--- config.mk ---
export PLATFORM = sky130hd
export DESIGN_NAME = load_mul_scoreboard
export DESIGN_NICKNAME = d
export VERILOG_FILES = /design/src/rtl/load_mul_scoreboard_pkg.sv /design/src/rtl/load_mul_scoreboard_instr_reg_use_decode.sv /design/src/rtl/load_mul_scoreboard.sv
export SDC_FILE = /design/constraint.sdc
export NUM_CORES = 1
export LEC_CHECK = 0
export BUFFER_PORTS_ARGS = -buffer_cell sky130_fd_sc_hd__buf_2
export CELL_PAD_IN_SITES_DETAIL_PLACEMENT = 1
export CELL_PAD_IN_SITES_GLOBAL_PLACEMENT = 2
export CORE_ASPECT_RATIO = 1.1
export CORE_MARGIN = 5
export CORE_UTILIZATION = 35
export CTS_CLUSTER_DIAMETER = 50
export DETAILED_ROUTE_END_ITERATION = 8
export PLACE_DENSITY = 0.83
export SYNTH_ARGS = -nofsm -noshare
export SYNTH_HDL_FRONTEND = slang
export SYNTH_SLANG_ARGS = --single-unit
--- constraint.sdc ---
create_clock -name clk -period 4.8 [get_ports clk]
set_clock_uncertainty 0.1 [all_clocks]
set_input_delay 0.24 -clock clk [delete_from_list [all_inputs] [get_ports clk]]
set_output_delay 0.24 -clock clk [all_outputs]
set_load 0.03 [all_outputs]
--- src/rtl/load_mul_scoreboard_pkg.sv ---
// ----------------------------------------------------------------------------
// load_mul_scoreboard_pkg
// Shared core constants for the issue-stage hazard logic: RV32 opcodes that
// matter for register-use decode, the M-extension funct7 value, and helpers
// that slice the register and opcode fields out of a 32-bit instruction.
// ----------------------------------------------------------------------------
package load_mul_scoreboard_pkg;

   localparam logic [6:0] OP_ALU        = 7'b0110011;
   localparam logic [6:0] OP_ALUI       = 7'b0010011;
   localparam logic [6:0] OP_STORE      = 7'b0100011;
   localparam logic [6:0] OP_BRANCH     = 7'b1100011;
   localparam logic [6:0] OP_LOAD       = 7'b0000011;
   localparam logic [6:0] OP_JALR       = 7'b1100111;
   localparam logic [6:0] FUNCT7_MULDIV = 7'b0000001;

   typedef logic [4:0] reg_idx_t;

   function automatic logic [6:0] opcode_of(input logic [31:0] instr);
      return instr[6:0];
   endfunction

   function automatic logic [6:0] funct7_of(input logic [31:0] instr);
      return instr[31:25];
   endfunction

   function automatic reg_idx_t rs1_of(input logic [31:0] instr);
      return instr[19:15];
   endfunction

   function automatic reg_idx_t rs2_of(input logic [31:0] instr);
      return instr[24:20];
   endfunction

   function automatic reg_idx_t rd_of(input logic [31:0] instr);
      return instr[11:7];
   endfunction

endpackage

--- src/rtl/load_mul_scoreboard_instr_reg_use_decode.sv ---
// ----------------------------------------------------------------------------
// instr_reg_use_decode
// Combinational register-use decode of one RV32 instruction. Shared by the
// hazard scoreboard and the forwarding unit.
//   instr_i     : instruction word
//   rs1_used_o  : rs1 is read and is not x0
//   rs2_used_o  : rs2 is read and is not x0
//   rd_load_o   : instruction is a load writing a nonzero rd
//   rd_mul_o    : instruction is a mul/div writing a nonzero rd
//   is_load_o   : instruction is a load (any rd), for the outstanding-load limit
//   rs1_o/rs2_o/rd_o : register indices
// ----------------------------------------------------------------------------
module instr_reg_use_decode
   import load_mul_scoreboard_pkg::*;
(
   input  logic [31:0] instr_i,
   output logic        rs1_used_o,
   output logic        rs2_used_o,
   output logic        rd_load_o,
   output logic        rd_mul_o,
   output logic        is_load_o,
   output reg_idx_t    rs1_o,
   output reg_idx_t    rs2_o,
   output reg_idx_t    rd_o
);

   logic [6:0] opcode;
   logic       uses_rs1;
   logic       uses_rs2;
   logic       is_mul;

   // funct3 plays no part in register-use decode
   logic unused_funct3;
   assign unused_funct3 = ^instr_i[14:12];

   always_comb begin
      opcode    = opcode_of(instr_i);
      rs1_o     = rs1_of(instr_i);
      rs2_o     = rs2_of(instr_i);
      rd_o      = rd_of(instr_i);
      uses_rs1  = (opcode == OP_ALU)   || (opcode == OP_ALUI)   ||
                  (opcode == OP_STORE) || (opcode == OP_BRANCH) ||
                  (opcode == OP_LOAD)  || (opcode == OP_JALR);
      uses_rs2  = (opcode == OP_ALU) || (opcode == OP_STORE) || (opcode == OP_BRANCH);
      is_load_o = (opcode == OP_LOAD);
      is_mul    = (opcode == OP_ALU) && (funct7_of(instr_i) == FUNCT7_MULDIV);
      // x0 is hardwired: reading it never waits, writing it is never tracked
      rs1_used_o = uses_rs1 && (rs1_o != '0);
      rs2_used_o = uses_rs2 && (rs2_o != '0);
      rd_load_o  = is_load_o && (rd_o != '0);
      rd_mul_o   = is_mul && (rd_o != '0);
   end

endmodule

--- src/rtl/load_mul_scoreboard.sv ---
// ----------------------------------------------------------------------------
// load_mul_scoreboard
// Issue-stage hazard unit. Tracks per-register in-flight results: loads stay
// pending until their writeback handshake, muls count down a fixed latency.
// Stalls issue on RAW, WAW and when the outstanding-load limit is reached.
//   clk, rst  : clock, asynchronous active-high reset
//   id_valid  : issue slot holds a real instruction
//   id_instr  : instruction in the issue slot
//   wb_valid  : load writeback this cycle
//   wb_rd     : destination of that writeback
//   stall     : hold the issue slot (combinational)
//   busy      : pending map after the last clock edge
//   loads_out : loads issued but not yet written back
//   wb_err    : sticky flag, writeback to a register with no pending load
// ----------------------------------------------------------------------------
module load_mul_scoreboard
   import load_mul_scoreboard_pkg::*;
#(
   parameter int unsigned NREGS     = 32,
   parameter int unsigned MUL_LAT   = 3,
   parameter int unsigned MAX_LOADS = 4
) (
   input  logic                             clk,
   input  logic                             rst,
   input  logic                             id_valid,
   input  logic [31:0]                      id_instr,
   input  logic                             wb_valid,
   input  logic [4:0]                       wb_rd,
   output logic                             stall,
   output logic [NREGS-1:0]                 busy,
   output logic [$clog2(MAX_LOADS+1)-1:0]   loads_out,
   output logic                             wb_err
);

   localparam int CNT_W = (MUL_LAT > 1) ? $clog2(MUL_LAT) : 1;
   localparam int LD_W  = $clog2(MAX_LOADS + 1);

   logic             rs1_used, rs2_used, rd_load, rd_mul, is_load;
   reg_idx_t         rs1, rs2, rd;

   logic [NREGS-1:0] ld_pend_q, ld_pend_d;
   logic [CNT_W-1:0] mul_cnt_q [NREGS];
   logic [CNT_W-1:0] mul_cnt_d [NREGS];
   logic [LD_W-1:0]  loads_out_q, loads_out_d;
   logic             wb_err_q, wb_err_d;

   logic [NREGS-1:0] pend;
   logic [NREGS-1:0] ep;
   logic             wb_hit;
   logic             raw, waw, ldfull, fire;

   instr_reg_use_decode u_decode (
      .instr_i    (id_instr),
      .rs1_used_o (rs1_used),
      .rs2_used_o (rs2_used),
      .rd_load_o  (rd_load),
      .rd_mul_o   (rd_mul),
      .is_load_o  (is_load),
      .rs1_o      (rs1),
      .rs2_o      (rs2),
      .rd_o       (rd)
   );

   assign wb_hit = wb_valid && ld_pend_q[wb_rd];

   // Effective pending: a load being written back this cycle is forwarded,
   // so its consumers see it as already available.
   generate
      for (genvar gi = 0; gi < NREGS; gi++) begin : g_pend
         assign pend[gi] = ld_pend_q[gi] | (mul_cnt_q[gi] != '0);
         assign ep[gi]   = pend[gi] &
                           ~(wb_valid && (wb_rd == 5'(gi)) && ld_pend_q[gi]);
      end
   endgenerate

   always_comb begin
      raw   = (rs1_used && ep[rs1]) || (rs2_used && ep[rs2]);
      waw   = (rd_load || rd_mul) && ep[rd];
      // Only a writeback that really retires a load frees a slot; an erroneous
      // one must not let the count climb past the limit.
      ldfull = is_load && (loads_out_q == LD_W'(MAX_LOADS)) && !wb_hit;
      stall = id_valid && (raw || waw || ldfull);
      fire  = id_valid && !stall;
   end

   always_comb begin
      ld_pend_d = ld_pend_q;
      wb_err_d  = wb_err_q;
      for (int r = 0; r < NREGS; r++) begin
         mul_cnt_d[r] = (mul_cnt_q[r] != '0) ? mul_cnt_q[r] - CNT_W'(1) : mul_cnt_q[r];
      end
      if (wb_valid) begin
         if (wb_hit) ld_pend_d[wb_rd] = 1'b0;
         else        wb_err_d         = 1'b1;
      end
      // Issue updates come after the writeback clear so a same-rd set wins,
      // and after the decrement so a freshly issued mul starts at full count.
      if (fire && rd_load) ld_pend_d[rd] = 1'b1;
      if (fire && rd_mul)  mul_cnt_d[rd] = CNT_W'(MUL_LAT - 1);
      loads_out_d = loads_out_q + LD_W'(fire && rd_load) - LD_W'(wb_hit);
   end

   always_ff @(posedge clk or posedge rst) begin
      if (rst) begin
         ld_pend_q   <= '0;
         loads_out_q <= '0;
         wb_err_q    <= 1'b0;
      end else begin
         ld_pend_q   <= ld_pend_d;
         loads_out_q <= loads_out_d;
         wb_err_q    <= wb_err_d;
      end
   end

   generate
      for (genvar gi = 0; gi < NREGS; gi++) begin : g_mul_cnt
         always_ff @(posedge clk or posedge rst) begin
            if (rst) mul_cnt_q[gi] <= '0;
            else     mul_cnt_q[gi] <= mul_cnt_d[gi];
         end
      end
   endgenerate

   assign busy      = pend;
   assign loads_out = loads_out_q;
   assign wb_err    = wb_err_q;

endmodule

==> After elaboration in Yosys (flattened, before gate mapping) <==
Index checks and enable logic that the tools add are counted.
{ "word_totals": {"register_bits": 100} }
{ "classes": {"n_addsub": 34, "order_cmp": 8, "eq_ne": 39, "mux": 50, "n_bitwise": 104, "reduce_logical": 132} }
{ "op_table": {"columns": ["operator", "count"], "rows": [
  ["32-bit 2-to-1 mux", 3],
  ["1-bit logical AND", 82],
  ["5-bit equality test (second input constant)", 16],
  ["2-bit 2-to-1 mux", 33],
  ["32-bit AND", 2],
  ["64-bit 2-to-1 mux", 1],
  ["32-bit NOT", 2],
  ["32-bit bitwise OR", 2],
  ["2-bit nonzero test", 32],
  ["2-bit by 1-bit subtractor with 2-bit output (second input constant)", 32],
  ["5-bit by 4-bit equality test with 1-bit output (second input constant)", 8],
  ["1-bit NOT", 33],
  ["1-bit AND", 32],
  ["1-bit bitwise OR", 32],
  ["5-bit by 6-bit < comparator with 1-bit output (second input constant)", 4],
  ["1-bit binary-select mux with 5-bit select", 4],
  ["5-bit by 3-bit equality test with 1-bit output (second input constant)", 4],
  ["5-bit nonzero test", 3],
  ["7-bit by 6-bit equality test with 1-bit output (second input constant)", 2],
  ["7-bit equality test (second input constant)", 2],
  ["1-bit logical OR", 11],
  ["1-bit demux with 5-bit select", 2],
  ["2-bit demux with 5-bit select", 1],
  ["5-bit by 2-bit equality test with 1-bit output (second input constant)", 2],
  ["15 further kinds", 22]
]} }

==> Logic depth before layout (Yosys ltp) <==
Gate-level depths: netlist (run 1).
{ "depth": {"ltp_word": 17, "depth_mapped": 19, "depth_no_buf": 14} }

==> Modules after synthesis <==
A second synthesis (run 1) with hierarchy kept.
{ "unflattened": {"cells_unflattened": 881, "hier_area_um2": 7113.1} }
{ "modules_own_cells": {"columns": ["module", "n_inst", "cells_per_inst", "area_per_inst_um2", "seq_area_each_um2"], "rows": [
  ["load_mul_scoreboard", 1, 845, 6867.8, 2502.4],
  ["instr_reg_use_decode", 1, 36, 245.2, 0.0]
]} }

==> Worst setup path after synthesis (run 1) <==
Ideal clock, no wire load.
{ "synth_path": {"kind": "in2reg", "start": "in id_instr[28]", "end": "reg loads_out_q[2] (netlist: loads_out[2])", "arrival_time_ns": 3.544, "t_required_ns": 4.564, "setup_slack_ns": 1.020, "cell_stages": 16, "path_buffers": 2, "cell_sequence": "or4b_1 > nor3_2 > nand4b_1 > a2111oi_2 > nand4_1 > or4_1 > buf_2 > nand3_1 > clkbuf_1 > ha_1 > inv_1 > ha_1 > inv_1 > fa_1 > xnor2_1 > xnor2_1"} }
{ "synth_between": {"elab_chain_len": 13} }
{ "synth_rtl": {"columns": ["element", "line", "text"], "rows": [
  ["from (decl)", "load_mul_scoreboard.sv:26", "input logic [31:0] id_instr,"],
  ["7-bit by 1-bit equality test with 1-bit output", "load_mul_scoreboard_instr_reg_use_decode.sv:46", "is_mul = (opcode == OP_ALU) && (funct7_of(instr_i) == FUNCT7_MULDIV);"],
  ["1-bit logical AND", "load_mul_scoreboard_instr_reg_use_decode.sv:46", null],
  ["1-bit logical AND", "load_mul_scoreboard_instr_reg_use_decode.sv:51", "rd_mul_o = is_mul && (rd_o != '0);"],
  ["1-bit logical OR", "load_mul_scoreboard.sv:78", "waw = (rd_load || rd_mul) && ep[rd];"],
  ["1-bit logical AND", "load_mul_scoreboard.sv:78", null],
  ["1-bit logical OR (2 in series)", "load_mul_scoreboard.sv:82", "stall = id_valid && (raw || waw || ldfull);"],
  ["1-bit logical AND", "load_mul_scoreboard.sv:82", null],
  ["1-bit logical NOT", "load_mul_scoreboard.sv:83", "fire = id_valid && !stall;"],
  ["1-bit logical AND", "load_mul_scoreboard.sv:83", null],
  ["1-bit logical AND", "load_mul_scoreboard.sv:100", "loads_out_d = loads_out_q + LD_W'(fire && rd_load) - LD_W'(wb_hit);"],
  ["3-bit by 1-bit adder with 3-bit output", "load_mul_scoreboard.sv:100", null],
  ["3-bit by 1-bit subtractor with 3-bit output", "load_mul_scoreboard.sv:100", null],
  ["named net loads_out_d[2]", "load_mul_scoreboard.sv:44", "logic [LD_W-1:0] loads_out_q, loads_out_d;"],
  ["to (signal assigned)", "load_mul_scoreboard.sv:110", "loads_out_q <= loads_out_d;"],
  ["to (decl)", "load_mul_scoreboard.sv:44", null]
]} }
The timed path passes the listed nets, and every way through them passes these cells.
A chain may end at the register's enable or synchronous reset.

==> Worst setup path in the final report (run 1) <==
{ "layout_path": {"start": "in wb_rd[0]", "end": "out stall"} }
{ "layout_between": {"elab_chain_len": 12, "elab_cells_between_ends": 178, "cone_classes": "eq/ne: 31; mux: 8; bitwise: 64; reduce/logical: 75"} }
{ "layout_rtl": {"columns": ["element", "line", "text"], "rows": [
  ["from (decl)", "load_mul_scoreboard.sv:28", "input logic [4:0] wb_rd,"],
  ["5-bit by 1-bit equality test with 1-bit output (tied with other cells)", "load_mul_scoreboard.sv:72", "~(wb_valid && (wb_rd == 5'(gi)) && ld_pend_q[gi]);"],
  ["1-bit logical AND (2 in series)", "load_mul_scoreboard.sv:72", null],
  ["1-bit NOT", "load_mul_scoreboard.sv:72", null],
  ["1-bit AND", "load_mul_scoreboard.sv:71", "assign ep[gi] = pend[gi] &"],
  ["1-bit binary-select mux with 5-bit select", "load_mul_scoreboard.sv:77", "raw = (rs1_used && ep[rs1]) || (rs2_used && ep[rs2]);"],
  ["1-bit 2-to-1 mux (implied by the code)", "load_mul_scoreboard.sv:77", null],
  ["1-bit logical AND", "load_mul_scoreboard.sv:77", null],
  ["1-bit logical OR", "load_mul_scoreboard.sv:77", null],
  ["1-bit logical OR", "load_mul_scoreboard.sv:82", null],
  ["1-bit logical OR *", "load_mul_scoreboard.sv:82", null],
  ["1-bit logical AND *", "load_mul_scoreboard.sv:82", null],
  ["to (decl)", "load_mul_scoreboard.sv:29", "output logic stall,"]
]} }
Mark *: on every way between the ends. The rest lies on a longest branch, timed or not. The select of a mux whose other input is x is not followed.

==> results, run 1 <==
- The final design utilization is 40.3%.
- The worst ir drop on vdd is 161 uV.
- The slack of the critical path is 0.542 ns.
- The number of levels the H-tree was split into is 3.
- In this run the most critical hold path is launched from wb_valid.
- The leading register cell type out of synthesis is dfrtp_1.
- STA puts the critical path data arrival time at 3.92 ns.
- The die span in x is 138 um.
- The cell area after layout is 7130 um2.
- Synthesis inferred 100 register bits.
- The cell area that synthesis handed to floorplanning was 6260 um2.
- The minimum clock period is 4.26 ns.
- In this run the power spent charging and discharging nets is 539 uW.
- The all-layer global routing usage is 24.6%.
- The fill cell total of the finished layout is 2146.
- The startpoint type of the worst setup path is an input port.
- The most critical setup path has its startpoint at wb_rd[0].
- The average via count per standard cell is 5.99.
- The number of max-cap violations is 0.
- Setup repair after global routing left no endpoint under its margin.
- The final count of hold timing violations is 0.
- The share of synthesized area in the top cell type comes to 40.0%.
- The total of warnings raised by yosys is 0.
- During I/O placement, the number of pins put on the boundary was 78.
- The cell at the root of the clock tree is clkbuf_16.
- The floorplan die height is 150 um.
- The detailed-route DRC error count is 0.
- The total internal power is 1300 uW.
- The number of clock buffers inserted by TritonCTS is 9.
- The routed wire length is 24800 um.
- The clock input transition at the sequential cells of the worst setup and hold paths is 0.07 ns.
- In this run, distinct cell masters in the synthesized netlist total 63.
- Of all nets on the critical path, the largest fanout is 17.
- The number of I/O port buffers is 74.
- At the pin with the least slew margin, the transition time is 1.04 ns.
- Prior to clock tree synthesis, the placed netlist has a worst setup slack of 0.510 ns.
- The post-place instance area is 6840 um2.
- The power per cell area is 258 nW/um2.
- The global-route wire length before repair is 38500 um.
- The min-delay analysis places its worst path in the category input port to flop.
- The initial antenna violation count is 0.
- The commonest cells after synthesis are nand2_1, dfrtp_1, nor3_1.
- The share of layout cells above drive strength 1 is 16.1%.
- The final weighted congestion in routability-driven placement is 1.00.
- Of the total power, the clock network draws 38.4%.
- The post-detailed-route wirelength per cell is 24.0 um.
- The CTS tree is built.
- The initial cell density of the core is 35.4%.
- The worst slew slack as a fraction of its limit is 30.3%.
- The run finished with clean final reports.
- For this block, the initial DRC count from the detailed router was 523.
- Before antenna repair, the detailed router went through 6 iterations.
- The count of pins over their slew limit is 0.
- Setup violations remaining at the end of the flow were counted as 0.
- After synthesis, the cell types taking the most area are dfrtp_1, nand2_1, nor3_1.
- In this run, synthesis inferred 0 flip-flops with an integrated enable.
- Entering global routing, the biggest net connects 53 pins.
- The portion of total power attributed to sequential cells is 47.6%.
- The number of core rows is 51.
- Based on the critical path, the design can be clocked at up to 235 MHz.
- Summed over all cells, the static leakage comes to 0.00335 uW.
- The number of inserted diodes is 0.
- The sequential share of the synthesized area is 40.0%.
- In the finished design, the share of the clock period the worst path needs comes to 88.7%.
- Summed over all layers, the global routing overflow is 0.
- Summing over every cut layer, the via total after detailed routing is 6215.
- Counting every sink on the clock net gives 100.
- Combinational logic is responsible for 14.0% of the overall power.
- Counting every net in the synthesized netlist gives 788.
- In this run the mean area of a mapped cell was 8.42 um2.
- The setup path with the least slack is of type input port to output pin.
- The die covers 20700 um2.
- The startpoint identified for the worst register-to-register timing path is ld_pend_q[27].
- The clock latency reported for the late side of the worst-skew pair is 0.36 ns.
- Counting along the longest clock path gives a buffer depth of 2.
- The worst setup path is captured at an output pin.
- The synthesis-to-layout area growth is 13.8%.
- The number of global-route vias before repair is 6549.
- The most numerous cell in the Yosys netlist is nand2_1.
- The largest area contributor in the netlist is dfrtp_1.
- For the worst setup path, the data required time is 4.46 ns.
- The proportion of total power due to net switching is 29.3%.
- Of all flip-flops after synthesis, the portion carrying an async set or reset was 100%.
- The number of cells produced by synthesis is 744.
- The number of setup buffers added after CTS is 0.
- The detailed placer's ending HPWL is 18400 um.
- The number of nets in the finished design is 838.
- The core area is 17700 um2.
- The count of antenna-violating nets left after detailed routing is 0.
- In the final timing run, aggregate negative setup slack is 0 ns.
-- critical path, stage by stage --
cell and delay [ns]:
buf_2 0.41, and3b_1 0.79, a31oi_1 0.31, a2111oi_0 0.74, nor3_1 0.17, nand4_1 0.10
or4_1 0.13, buf_4 0.26, and4b_1 0.46, nor2b_1 0.09, buf_2 0.19
-- power by group through the flow --
stage / Sequential (uW) / Clock, uW / Combinational, uW
after CTS: 877 / 724 / 256
after global routing: 879 / 758 / 278
after global placement: 892 / 0 / 249
final: 876 / 706 / 258
after detailed placement: 893 / 0 / 255
after floorplan: 915 / 0 / 133
-- cell families after synthesis --
group / count (synthesis) / share of synthesized area [%]
DFF: 100 / 40.0
and+or+nand+nor: 341 / 28.5
buffers and inverters: 96 / 6.43
AOI/OAI and AO/OA: 183 / 19.7
adders and majority gates: 3 / 0.719
xor gates and xnor gates: 2 / 0.280
muxes: 19 / 4.48
-- worst paths after layout --
path,to,depth (start not counted),slack (ns)
setup reg to reg,loads_out[2],14,1.14
setup / recovery,stall,11,0.54
hold / removal,wb_err,2,0.16
max in group asynchronous,mul_cnt_q[54],4,3.05
hold reg to reg,mul_cnt_q[62],1,0.36
min in group asynchronous,mul_cnt_q[8],3,0.42
-- timing repair --
action | in CTS | in global routing
resized for setup | 0 | 0
hold buffers | 1 | 0
endpoints found under the setup margin | 0 | 0
hold endpoints to repair | 48 | 0
-- routing by layer --
layer	share of wire, %	wire [um]	vias to the layer above	GRT usage (%)
met1	45	11300	3098	33.8
li1	-	-	2820	-
met4	2.9	729	0	8.73
met3	6.0	1500	50	4.55
met5	0	0	-	0
met2	46	11300	247	38.8
-- cells in the final DEF (no fill, tap or decap), drive strengths merged, types with 5 or more instances in the layout --
| cell type | instances |
|---|---|
| a22oi | 5 |
| nand2 | 121 |
| buf | 93 |
| mux2i | 10 |
| inv | 40 |
| a311oi | 15 |
| nand4 | 19 |
| nor3b | 8 |
| nand3b | 7 |
| o21ai | 52 |
| a31oi | 43 |
| a22o | 7 |
| nor2b | 8 |
| nor3 | 61 |
| nand3 | 16 |
| nand2b | 18 |
| and2 | 15 |
| clkbuf | 11 |
| and3 | 8 |
| and3b | 21 |
| a21oi | 13 |
| a31o | 11 |
| nor2 | 25 |
| mux4 | 7 |
| dfrtp | 100 |
-- registers in the layout, summed over array words and instances, names as in the netlist --
signal	cells
ld_pend_q	32
loads_out	3
mul_cnt_q	64
wb_err	1
-- area by class of cell --
cell class,instances,area (um2),share of cell area (%)
clock buffers,11,243,3.40
clock inverters,5,37.5,0.527
inverters,41,156,2.19
multi-input cells,548,3360,47.1
flip-flops and latches,100,2500,35.1
well taps,238,298,4.18
repair buffers,94,536,7.51
-- per-stage QoR --
| stage | hold WS, ns | cells | total power [uW] |
|---|---|---|---|
| 2_1_floorplan | 0.318 | 744 | 1050 |
| 3_3_place_gp | 0.248 | 1020 | 1140 |
| 3_5_place_dp | 0.263 | 1020 | 1150 |
| 4_1_cts | 0.137 | 1037 | 1860 |
| 5_1_grt | 0.167 | 1037 | 1910 |
| 6_report | 0.163 | 1037 | 1840 |
No activity file was read; power rests on OpenSTA's default activity.
==> run 2: changes to the inputs <==
Settings changed: CORE_ASPECT_RATIO 1.1 to 1.25, CORE_UTILIZATION 35 to 36, PLACE_DENSITY 0.83 to 0.85, SYNTH_HIERARCHICAL set to 1.
==> run 2 against run 1 <==
- synthesized cell count rose by 18%
- total power fell by 0.83%
- setup slack improved by 0.22 ns
- hold slack got worse by 0.074 ns
- first-iteration DRC count rose by 5.0%
- utilization fell by 0.31 points
- sequential power fell by 0.5%
==> results, run 2 <==
- The run finished with clean final reports.
- For this run, the leading register cell type out of synthesis is dfrtp_1.
- The number of sinks on the clock net was 100 (unchanged).
- The flip-flop count of the largest register, all copies and words added is 64 (unchanged).
- The share of layout cells above drive strength 1 is 17.4% (+1.2 points).
- Traced cell by cell, the critical path runs through buf_2, nor3b_4, a31oi_1, mux2_2, o311ai_1, nand4b_4, or4_1, ha_1, inv_1, ha_1, fa_1, xnor2_1, xnor2_1.
- The top-level port count is 78 (unchanged).
- The total chip power is 1830 uW (-0.83%).
- The count of antenna-violating nets left after detailed routing is 0 (unchanged).
- The die area is 22700 um2 (+9.8%).
- The number of I/O port buffers is 74 (unchanged).
- The initial antenna violation count is 0 (unchanged).
- The critical path required time came to 4.99 ns (+0.53 ns).
- The total of endpoints with negative setup slack in the final report was 0 (unchanged).
- In the post-synthesis netlist, the biggest area contributors are dfrtp_1, nand2_1, o31ai_2.
- Summed over all instances, the cell type with the most area after synthesis is dfrtp_1.
- The area share of the largest cell type after synthesis is 35.2% (-4.8 points).
- Ranked by flip-flop count, first place goes to mul_cnt_q.
- The count of buffer and inverter cells on the critical path came to 2 (-1).
- The number of levels the H-tree was split into is 3 (unchanged).
- The DRC violation total after the first TritonRoute iteration is 549 (+5.0%).
- Setup repair after global routing left no endpoint under its margin.
- The final count of hold timing violations is 0 (unchanged).
- The net count after synthesis was 925 (+17%).
- The maximum clock frequency is 248 MHz (+5.5%).
- The number of nets in the finished design is 954 (+14%).
- The leakage power is 0.00360 uW (+7.7%).
- The post-synthesis instance area was 7110 um2 (+14%).
- The type of destination of the critical path is a flop.
- The post-synthesis sequential element count was 100 (unchanged).
- The clock input transition at the sequential cells of the worst setup and hold paths came to 0.07 ns (about the same).
- The count of pins over their slew limit is 0 (unchanged).
- The number of cells produced by synthesis was 881 (+18%).
- The longest individual stage delay on the worst path is 0.70 ns (-0.09 ns).
- The routed wire length is 25300 um (+2.0%).
- CTS placed an instance of clkbuf_16 at the clock tree root.
- The die span in x is 136 um (-1.3%).
- The category of the most critical setup path is input port to flop.
- The initial cell density of the core is 36.5% (+1.1 points).
- The number of distinct library cells after synthesis was 58 (-7.9%).
- The sequential share of the synthesized area is 35.2% (-4.8 points).
- The data arrival time at the worst-slack endpoint came to 4.22 ns (+0.30 ns).
- The total of warnings raised by yosys came to 6 (+6).
- The startpoint type of the worst setup path is an input port.
- The detailed-route DRC error count is 0 (unchanged).
- The global-route wire length before repair is 39500 um (+2.6%).
- Leaving out fill and tap cells, the most frequent cell in the layout is nand2_1.
- The worst slew slack as a fraction of its limit is 44.0% (+14 points).
- The deepest clock path buffer count is 2 (unchanged).
- The fraction of registers with async set or reset after synthesis is 100% (unchanged).
- The worst ir drop on vdd came to 173 uV (+7.8%).
- The clock latency reported for the late side of the worst-skew pair came to 0.36 ns (about the same).
- The register-to-register path setup slack is 0.77 ns (-0.37 ns).
- The minimum clock period is 4.04 ns (-0.222 ns).
- The number of max-cap violations was 0 (unchanged).
- The kind of cell with the highest combined delay on the critical path is simple AND/OR/NAND/NOR gates.
- The overall via count from detail_route is 6762 (+8.8%).
- The number of inserted diodes is 0 (unchanged).
- By count the netlist is led by nand2_1, dfrtp_1, nor2_1.
- The all-layer global routing usage was 22.5% (-2.2 points).
- The final weighted congestion in routability-driven placement was 0.919 (-8.2%).
- The core area was 19500 um2 (+10%).
- The number of global-route vias before repair is 6880 (+5.1%).
- The worst hold path belongs to the class input port to flop.
- The most common cell in the synthesized netlist is nand2_1.
- The final total negative setup slack is 0 ns (unchanged).
- The detailed placer's ending HPWL came to 18400 um (about the same).
- The pin count of the biggest net entering global routing is 66 (+25%).
- The sum of overflow across all layers after global routing is 0 (unchanged).
- The final hold slack is 0.0889 ns (-0.0740 ns).
- The post-cts resize count is 0 (unchanged).
- The post-detailed-route wirelength per cell was 21.5 um (-10%).
- The number of core rows came to 57 (+12%).
- In the layout the commonest cells are nand2_1, dfrtp_1, nor2_1.
- The number of enable flip-flop cells after synthesis was 0 (unchanged).
- The CTS tree is built.
- The mean area per synthesized cell is 8.07 um2 (-4.1%).
- Among all stages on the critical path, the largest delay is contributed by nor3b_4.
- The slew at the pin closest to its max-slew limit is 0.839 ns (-0.204 ns).
- The number of clock buffers inserted by TritonCTS is 9 (unchanged).
- The floorplan die height is 167 um (+11%).
- The final clock period utilization by the worst path is 84.1% (-4.6 points).
- The maximum fanout encountered on the critical timing path is 15 (-2).
- The synthesis-to-layout area growth is 9.55%.
- The first-pass iteration count of the detailed router is 5 (-1).
- The average via count per standard cell is 5.73 (-4.4%).
- The power per cell area is 234 nW/um2 (-9.3%).
-- run 2: cell count changes after synthesis, sizes merged, moves of 16 or more --
cell	delta
nand2b	-17
o31a	+28
nand2	+68
and3b	-16
nor2b	+30
nor2	+61
clkbuf	-18
buf	+41
o31ai	+64
o21ai	-37
-- run 2: metrics by stage --
| stage | setup slack [ns] | instance area, um2 | cells | util [%] |
|---|---|---|---|---|
| finish | 0.764 | 7790 | 1180 | 40.0 |
| global route | 0.528 | 7790 | 1180 | 40.0 |
| CTS | 0.759 | 7790 | 1180 | 40.0 |
| detailed placement | 0.400 | 7510 | 1163 | 38.6 |
| global placement | 0.534 | 7510 | 1163 | 38.6 |
| floorplan | 1.14 | 7110 | 881 | - |
-- run 2: path summary, 6_finish.rpt --
| check | from | endpoint | cells past startpoint |
|---|---|---|---|
| setup / recovery | wb_rd[1] | loads_out[2] | 13 |
| hold / removal | wb_valid | wb_err | 2 |
| setup reg to reg | ld_pend_q[28] | loads_out[2] | 14 |
| hold reg to reg | wb_err | wb_err | 1 |
| max in group asynchronous | rst | ld_pend_q[7] | 4 |
| min in group asynchronous | rst | mul_cnt_q[6] | 3 |
-- run 2: power by group --
part | leakage (uW) | total (uW) | switching (uW) | internal (uW)
logic | 0.00209 | 265 | 184 | 81.6
registers | 0.00139 | 872 | 14.4 | 858
clock network | 0.000131 | 687 | 338 | 349
total | 0.00360 | 1830 | 536 | 1290
-- run 2: repair_timing --
action	4_1_cts	5_1_grt
hold buffers	1	0
buffers inserted	0	0
endpoints found under the hold margin	64	0
-- run 2: area by class of cell --
class / instances / area, um2
Clock buffer: 9 / 225
Clock inverter: 7 / 43.8
Fill cell: 2398 / 11700
Inverter: 50 / 190
Multi-Input combinational cell: 653 / 3950
Sequential cell: 100 / 2500
Tap cell: 265 / 332
Timing Repair Buffer: 96 / 551
-- run 2: metal layers --
layer	GRT usage [%]	vias to the layer above	wire, um
met3	3.54	62	1250
met2	36.7	211	12100
met1	29.7	3341	11000
met4	9.07	0	936
met5	0	-	0
li1	-	3148	-
-- run 2: cells by family (layout without fill, tap and decap cells) --
| kind of cell | Yosys count | in the layout | share of synthesized area [%] |
|---|---|---|---|
| adders and majority gates | 3 | 3 | 0.633 |
| DFF | 100 | 100 | 35.2 |
| muxes | 25 | 25 | 3.55 |
| xor gates and xnor gates | 2 | 2 | 0.246 |
| buffers and inverters | 128 | 162 | 9.32 |
| and+or+nand+nor | 433 | 433 | 28.9 |
| AOI/OAI and AO/OA | 190 | 190 | 22.2 |
==> run 3: changes to the inputs <==
Clock period 4.8 ns to 4.25 ns, I/O delays scaled along.
==> run 3 against run 2 <==
- first-iteration DRC count is 18% lower
- register-to-register slack worse by 0.39 ns
- via count hardly changed
- clock power up 18%
- cell count rose by 0.34%
- non-clock buffer count up 4
- design area is 0.55% higher
- sequential cell count unchanged
- setup slack worse by 0.38 ns
- critical endpoint unchanged
- largest cell class unchanged
- largest power group unchanged
==> results, run 3 (synthesis results as in run 2) <==
- The maximum fanout encountered on the critical timing path came to 4 (-11).
- The average via count per standard cell is 5.72 (-0.26%).
- The initial cell density of the core is 36.5% (unchanged).
- The number of global-route vias before repair came to 6946 (+0.96%).
- The area of the multi-input gates came to 3950 um2 (unchanged).
- In this run the worst hold path is classified as input port to flop.
- The minimum clock period is 3.87 ns.
- The final clock period utilization by the worst path is 91.1%.
- CTS placed an instance of clkbuf_16 at the clock tree root.
- The deepest clock path buffer count was 2 (unchanged).
- The final count of hold timing violations is 0 (unchanged).
- The type of destination of the critical path is a flop.
- The flip-flop count of the largest register, all copies and words added is 64 (unchanged).
- The DRC violation total after the first TritonRoute iteration is 451 (-18%).
- The critical path required time came to 4.44 ns (-0.55 ns).
- The count of antenna-violating nets left after detailed routing is 0 (unchanged).
- The worst slew slack as a fraction of its limit is 46.3% (+2.3 points).
- The pin count of the biggest net entering global routing came to 98 (+48%).
- The core area was 19500 um2 (unchanged).
- The die span in x came to 136 um (unchanged).
- The global-route wire length before repair is 40200 um (+1.6%).
- The register with the most flip-flops in the final layout is mul_cnt_q.
- The detailed-route DRC error count is 0 (unchanged).
- The data arrival time at the worst-slack endpoint was 4.06 ns (-0.16 ns).
- The share of layout cells above drive strength 1 is 17.5% (+0.14 points).
- The number of nets in the finished design came to 958 (+0.42%).
- The number of sinks on the clock net is 100 (unchanged).
- The overall via count from detail_route came to 6767 (+0.074%).
- The fill cell total of the finished layout is 2408 (+0.42%).
- The count of pins over their slew limit is 0 (unchanged).
- The post-detailed-route wirelength per cell is 21.5 um (+0.38%).
- The worst slack after detailed placement is 0.224 ns (-0.176 ns).
- The detailed placer's ending HPWL is 18500 um (+0.85%).
- The initial antenna violation count was 0 (unchanged).
- The total of endpoints with negative setup slack in the final report is 0 (unchanged).
- The slack of the critical path is 0.380 ns (-0.384 ns).
- The all-layer global routing usage is 22.7% (+0.26 points).
- In the layout the commonest cells are nand2_1, dfrtp_1, nor2_1.
- The number of core rows is 57 (unchanged).
- The number of levels the H-tree was split into came to 3 (unchanged).
- The top-level port count is 78 (unchanged).
- Setup repair after global routing left no endpoint under its margin.
- The sum of overflow across all layers after global routing came to 0 (unchanged).
- The first-pass iteration count of the detailed router was 5 (unchanged).
- TritonCTS built the clock tree.
- The final total negative setup slack is 0 ns (unchanged).
- The startpoint type of the worst setup path is a flop.
- The routed wire length came to 25500 um (+0.72%).
- The worst ir drop on vdd is 158 uV (-8.4%).
- The slew at the pin closest to its max-slew limit is 0.805 ns (-0.0345 ns).
- The clock latency reported for the late side of the worst-skew pair is 0.36 ns (about the same).
- The power per cell area was 268 nW/um2 (+14%).
- The critical path in this run is classified as flop to flop.
- The clock input transition at the sequential cells of the worst setup and hold paths is 0.07 ns (about the same).
- The storage element area is 2500 um2 (unchanged).
- The die area is 22700 um2 (unchanged).
- The number of clock buffers inserted by TritonCTS is 9 (unchanged).
- The floorplan die height came to 167 um (unchanged).
- The final weighted congestion in routability-driven placement is 0.900 (-2.1%).
- The run finished with clean final reports.
- The leakage power is 0.00363 uW (+0.57%).
- The synthesis-to-layout area growth is 10.1%.
- The post-cts resize count is 0 (unchanged).
- Based on the critical path, the design can be clocked at up to 258 MHz.
- The number of inserted diodes is 0 (unchanged).
- The number of I/O port buffers is 74 (unchanged).
- The leading cell type in the layout, fill and taps excluded is nand2_1.
- The number of max-cap violations came to 0 (unchanged).
run 3: changes by cell type in the layout (fill, tap and decap cells not counted):
cell,before,now
clkbuf_1,0,2
clkinv_2,4,1
clkinvlp_4,2,1
clkbuf_8,0,2
buf_4,20,24
run 3: final timing paths:
check | slack, ns | cells past startpoint | to | from
worst min register to register | 0.37 | 1 | wb_err | wb_err
worst max register to register | 0.38 | 14 | loads_out[2] | ld_pend_q[28]
worst min-delay path | 0.05 | 2 | wb_err | wb_valid
min in group asynchronous | 0.46 | 3 | mul_cnt_q[6] | rst
worst max-delay path | 0.38 | 14 | loads_out[2] | ld_pend_q[28]
max in group asynchronous | 2.55 | 4 | ld_pend_q[23] | rst
run 3: through the flow:
stage / cell area (um2) / std cells / hold WS, ns / utilization (%) / total power, uW
floorplan: 7110 / 881 / 0.229 / - / 1220
global placement: 7540 / 1167 / 0.319 / 38.7 / 1300
detailed placement: 7540 / 1167 / 0.326 / 38.7 / 1310
CTS: 7840 / 1184 / 0.0349 / 40.2 / 2120
global route: 7840 / 1184 / 0.0761 / 40.2 / 2180
finish: 7840 / 1184 / 0.0526 / 40.2 / 2100
run 3: critical path, cell delays in order, from the launching register on:
cell,delay [ns]
dfrtp_1,0.44
nor3_1,0.44
a31oi_1,0.20
a22oi_1,0.21
nand3_1,0.10
a211o_1,0.30
nand4_1,0.14
o41ai_4,0.12
or4_1,0.54
ha_1,0.29
inv_1,0.04
ha_1,0.18
fa_1,0.37
xnor2_1,0.18
xnor2_1,0.14
run 3: power by group:
part           switching (uW)  internal [uW]
clock network             380            430
registers                16.4            969
logic                     208           93.3
run 3: layout make-up:
type / instances / share of cell area, %
Inverter: 50 / 2.43
Timing Repair Buffer: 100 / 7.41
Multi-Input combinational cell: 653 / 50.4
Clock inverter: 3 / 0.271
Tap cell: 265 / 4.23
Clock buffer: 13 / 3.32
Sequential cell: 100 / 31.9
run 3: what timing repair did:
item | in CTS | in global routing
setup buffers | 0 | 0
hold buffers | 1 | 0
hold endpoints to repair | 61 | 0
run 3: routing by layer:
metal	GRT usage, %	part of all wire, %	vias up
met3	3.30	3.8	52
li1	-	-	3152
met4	9.78	3.9	0
met2	37.4	48	173
met1	29.7	44	3390
met5	0	0	-
